===== config.mk =====
export PLATFORM = sky130hd
export DESIGN_NAME = pc_fetch_unit
export DESIGN_NICKNAME = d
export VERILOG_FILES = /design/src/rtl/pc_fetch_unit.sv
export SDC_FILE = /design/constraint.sdc
export NUM_CORES = 1
export LEC_CHECK = 0
export ABC_AREA = 1
export CAP_MARGIN = 40
export CELL_PAD_IN_SITES_DETAIL_PLACEMENT = 1
export CELL_PAD_IN_SITES_GLOBAL_PLACEMENT = 1
export CORE_MARGIN = 2
export CORE_UTILIZATION = 31
export CTS_CLUSTER_DIAMETER = 150
export CTS_CLUSTER_SIZE = 14
export DETAILED_ROUTE_END_ITERATION = 10
export PLACE_DENSITY_LB_ADDON = 0.1
export SYNTH_ARGS = -nofsm -noshare
export SYNTH_HDL_FRONTEND = slang
export SYNTH_SLANG_ARGS = --single-unit

===== constraint.sdc =====
create_clock -name CLK -period 3.7 [get_ports CLK]
set_clock_uncertainty 0.1 [all_clocks]
set_input_delay 0.925 -clock CLK [delete_from_list [all_inputs] [get_ports CLK]]
set_output_delay 0.925 -clock CLK [all_outputs]
set_load 0.01 [all_outputs]

===== src/rtl/pc_fetch_unit.sv =====
// Program-counter fetch unit: BOOT/RUN/HALT sequencing and priority next-PC selection.
// Optional target alignment checking with sticky error flag is enabled by PC_ALIGN_CHECK_EN.
module pc_fetch_unit #(
  parameter int unsigned     WL          = 32,
  parameter logic [WL-1:0]   RESET_VEC   = '0,
  parameter logic [WL-1:0]   EXC_VEC     = WL'(32'h0000_0180),
  parameter int unsigned     INC         = 4,
  parameter int unsigned     BOOT_CYCLES = 2
) (
  input  logic          CLK,
  input  logic          RST,
  input  logic          EN,
  input  logic          halt,
  input  logic          resume,
  input  logic          exc_req,
  input  logic          br_taken,
  input  logic [WL-1:0] br_target,
  input  logic          jmp,
  input  logic [WL-1:0] jmp_target,
  output logic [WL-1:0] PC_out,
  output logic [WL-1:0] PC_plus,
  output logic          fetch_valid,
  output logic          redirected,
  output logic [1:0]    state_o
`ifdef PC_ALIGN_CHECK_EN
  ,
  output logic          misalign_err
`endif
);

  localparam int unsigned   CNT_W     = 4;
  localparam logic [CNT_W-1:0] BOOT_LAST = CNT_W'(BOOT_CYCLES - 1);
  localparam logic [WL-1:0] INC_W     = WL'(INC);

  typedef enum logic [1:0] {
    ST_BOOT = 2'b00,
    ST_RUN  = 2'b01,
    ST_HALT = 2'b10
  } state_t;

  state_t           state_q, state_d;
  logic [CNT_W-1:0] cnt_q, cnt_d;
  logic [WL-1:0]    pc_q, pc_d;
  logic             fv_q, fv_d;
  logic             redir_q, redir_d;
  logic [WL-1:0]    tgt_c;

  // Branch is the older instruction, so it shadows a simultaneous jump.
  assign tgt_c = br_taken ? br_target : jmp_target;

`ifdef PC_ALIGN_CHECK_EN
  localparam logic [WL-1:0] ALIGN_MASK = WL'((1 << $clog2(INC)) - 1);
  logic mis_q, mis_d;
  logic tgt_bad_c;
  assign tgt_bad_c = |(tgt_c & ALIGN_MASK);
`endif

  // Next-state, next-PC and flag selection
  always_comb begin
    state_d = state_q;
    cnt_d   = cnt_q;
    pc_d    = pc_q;
    redir_d = 1'b0;
`ifdef PC_ALIGN_CHECK_EN
    mis_d   = mis_q;
`endif
    case (state_q)
      ST_BOOT: begin
        cnt_d = cnt_q + CNT_W'(1);
        if (cnt_q == BOOT_LAST) state_d = ST_RUN;
      end
      ST_RUN: begin
        if (exc_req) begin
          pc_d    = EXC_VEC;
          redir_d = 1'b1;
        end else if (br_taken || jmp) begin
          redir_d = 1'b1;
`ifdef PC_ALIGN_CHECK_EN
          if (tgt_bad_c) begin
            pc_d  = EXC_VEC;
            mis_d = 1'b1;
          end else begin
            pc_d = tgt_c;
          end
`else
          pc_d = tgt_c;
`endif
        end else if (EN) begin
          pc_d = pc_q + INC_W;
        end
        if (halt) state_d = ST_HALT;
      end
      ST_HALT: begin
        // An exception wakes the core; branches and jumps are dropped here.
        if (exc_req) begin
          pc_d    = EXC_VEC;
          redir_d = 1'b1;
          state_d = ST_RUN;
        end else if (resume) begin
          state_d = ST_RUN;
        end
      end
      default: state_d = ST_BOOT;
    endcase
    fv_d = (state_d == ST_RUN);
  end

  always_ff @(posedge CLK or posedge RST) begin
    if (RST) begin
      state_q <= ST_BOOT;
      cnt_q   <= '0;
      pc_q    <= RESET_VEC;
      fv_q    <= 1'b0;
      redir_q <= 1'b0;
`ifdef PC_ALIGN_CHECK_EN
      mis_q   <= 1'b0;
`endif
    end else begin
      state_q <= state_d;
      cnt_q   <= cnt_d;
      pc_q    <= pc_d;
      fv_q    <= fv_d;
      redir_q <= redir_d;
`ifdef PC_ALIGN_CHECK_EN
      mis_q   <= mis_d;
`endif
    end
  end

  assign PC_out      = pc_q;
  assign PC_plus     = pc_q + INC_W;
  assign fetch_valid = fv_q;
  assign redirected  = redir_q;
  assign state_o     = state_q;
`ifdef PC_ALIGN_CHECK_EN
  assign misalign_err = mis_q;
`endif

endmodule


==> out/qor.csv <==
metric,value,unit
"Max FO, Critical Path",5,
RSZ-0062 raised after global routing,no,
vias in the first global route,3778,
Vias,3516,
Max IR drop VDD,0.280,mV
GRT Total Usage,0.210,
DP HPWL,9000,µm
final-report max-slew violation count,0,
largest area contributor in the netlist,dfrtp_1,
synthesis-to-layout area growth,51.1,%
Seq cells post-synth,40,
WP data required,2.67,ns
most frequent cells in the layout,"208 x nand2_1, 139 x clkdlybuf4s50_1, 40 x dfrtp_1",
"Clk pin slew, worst setup/hold paths",0.08,ns
cell area power density,627,nW/µm²
Setup TNS,0,ns
Core Region,9820,µm²
Initial Util,0.321,
Yosys cell types,42,
fin crit period,3.33,ns
period utilization,0.901,
Post-Syn Instances,460,
initial antenna violation count,0,
largest net degree at the start of global routing,33,
Post-CTS Hold Fix Bufs,0,
"Seq/Total Area, Yosys",0.317,
nets,675,
clk sinks,40,
post-route ant nets,0,
clock latency on the worst-skew pair,0.30,ns
clk buf depth,2,
Yosys top cell area share,0.317,
Die Span Y,105,µm
fin worst setup slack,0.368,ns
synth top area cells,"dfrtp_1 32%, nand2_1 25%, a22oi_1 6.2%",
1st-iter DRT viols,71,
Slew headroom,0.677,
Final GP Congestion,0.884,
Port Buf Inserts,139,
crit start category,register,
Final Power,0.00299,W
CTS tree,yes,
Mapped Area,3150,µm²
grt total ovfl,0,
"commonest non-fill, non-tap cell in the layout",nand2_1,
critical path class,reg -> out,
# IOs,140,
global-route wire length before repair,18800,µm
Hold WC Path Type,reg -> reg,
drt first pass iters,4,
DRC violation count after routing,0,
actual transition at the worst max-transition pin,0.482,ns
Root Driver,clkbuf_8,
layout cells sized above 1,0.0704,
H-tree levels,2,
Cell Rows,36,
final WL,11300,µm
Final Hold Vio Count,0,
Place WS,0.674,ns
max-cap violations,0,
Final setup viols,0,
number of fill cells,1295,
die width,105,µm
Die ar.,11000,µm²
status,completed,
Max Freq,300,MHz
syn avg cell area,6.86,µm²
post_cts resized,0,
Synth Net Count,539,
Routed WL per cell,15.4,µm
CTS Buf Count,5,
Setup crit end kind,primary output,
via/cell ratio,4.82,
Post-Place Cell Area,4660,µm²
Final Cell Area,4770,µm²
ANT cells,0,
synthesis warning total,0,
leakage power,2.13,nW
Crit path arrival time,2.31,ns
Setup Buffers After CTS,0,
==> cells in the mapped netlist (all sizes together) <==
cell type  instances
nand2            214
nor2              48
dfrtp             40
inv               35
a22oi             26
nand3             18
buf               12
xor2              12
ha                 7
a21oi              6
and2               5
clkbuf             5
o21ai              5
xnor2              5
nand3b             4
a31oi              3
mux2i              2
nand4              2
o31ai              2
a211oi             1
a21boi             1
a21o               1
a221oi             1
a22o               1
nor3               1
nor3b              1
o22ai              1
or2                1
==> power by group <==
| group | total [W] | internal (W) | switching [W] |
|---|---|---|---|
| combinational | 0.00173 | 0.000870 | 0.000864 |
| sequential | 0.000887 | 0.000622 | 0.000265 |
| clock | 0.000367 | 0.000201 | 0.000167 |
| total | 0.00299 | 0.00169 | 0.00130 |
==> state kept, by name, summed over array words and instances, names as in the netlist <==
signal / flops
PC_out: 32
cnt_q: 4
fetch_valid: 1
redirected: 1
state_o: 2
==> through the flow <==
step           cells  utilization  hold WS [ns]
2_1_floorplan    460            -         0.346
3_3_place_gp     721        0.472         0.360
3_5_place_dp     722        0.474         0.374
4_1_cts          730        0.485         0.388
5_1_grt          730        0.485         0.409
6_report         730        0.485         0.390
==> routing by layer <==
layer	wire (µm)	vias to the layer above	track usage	share of wire
met5	0	-	0	0
met4	124	0	0.0495	0.011
met3	736	12	0.0605	0.065
met2	5710	98	0.385	0.51
met1	4700	1681	0.240	0.42
li1	-	1725	-	-
==> cell type report <==
cell class / count / area (µm²) / area share
Inverter: 35 / 136 / 0.0286
Sequential cell: 40 / 1000 / 0.210
Multi-Input combinational cell: 368 / 1890 / 0.397
Timing Repair Buffer: 146 / 1460 / 0.307
Clock buffer: 6 / 72.6 / 0.0152
Tap cell: 133 / 166 / 0.0349
Clock inverter: 2 / 35.0 / 0.00735
==> critical path, stage by stage (launching register included) <==
cell and delay [ns]:
dfrtp_1 0.40, ha_1 0.20, nand2_1 0.09, nor2_2 0.13, nand2_2 0.17, nor2_4 0.22, nand2_1 0.08, nand2_1 0.08
and2_1 0.12, clkdlybuf4s50_1 0.53
==> final timing paths <==
check	start	to	slack, ns	cells after the start
setup / recovery	PC_out[2]	PC_plus[22]	0.37	9
hold / removal	cnt_q[3]	cnt_q[3]	0.39	1
setup reg to reg	state_o[1]	PC_out[8]	1.73	8
hold reg to reg	cnt_q[3]	cnt_q[3]	0.39	1
max in group asynchronous	RST	PC_out[5]	2.15	3
min in group asynchronous	RST	cnt_q[1]	0.79	2
==> cell families (layout without fill, tap and decap cells) <==
kind of cell / after synthesis / count (layout) / synth area share
and+or+nand+nor: 294 / 294 / 0.405
buffers and inverters: 52 / 189 / 0.0841
AOI/OAI and AO/OA: 48 / 48 / 0.105
DFF: 40 / 40 / 0.317
xor gates and xnor gates: 17 / 17 / 0.0543
adders and majority gates: 7 / 7 / 0.0278
muxes: 2 / 2 / 0.00635
(Power assumes the default switching activity.)
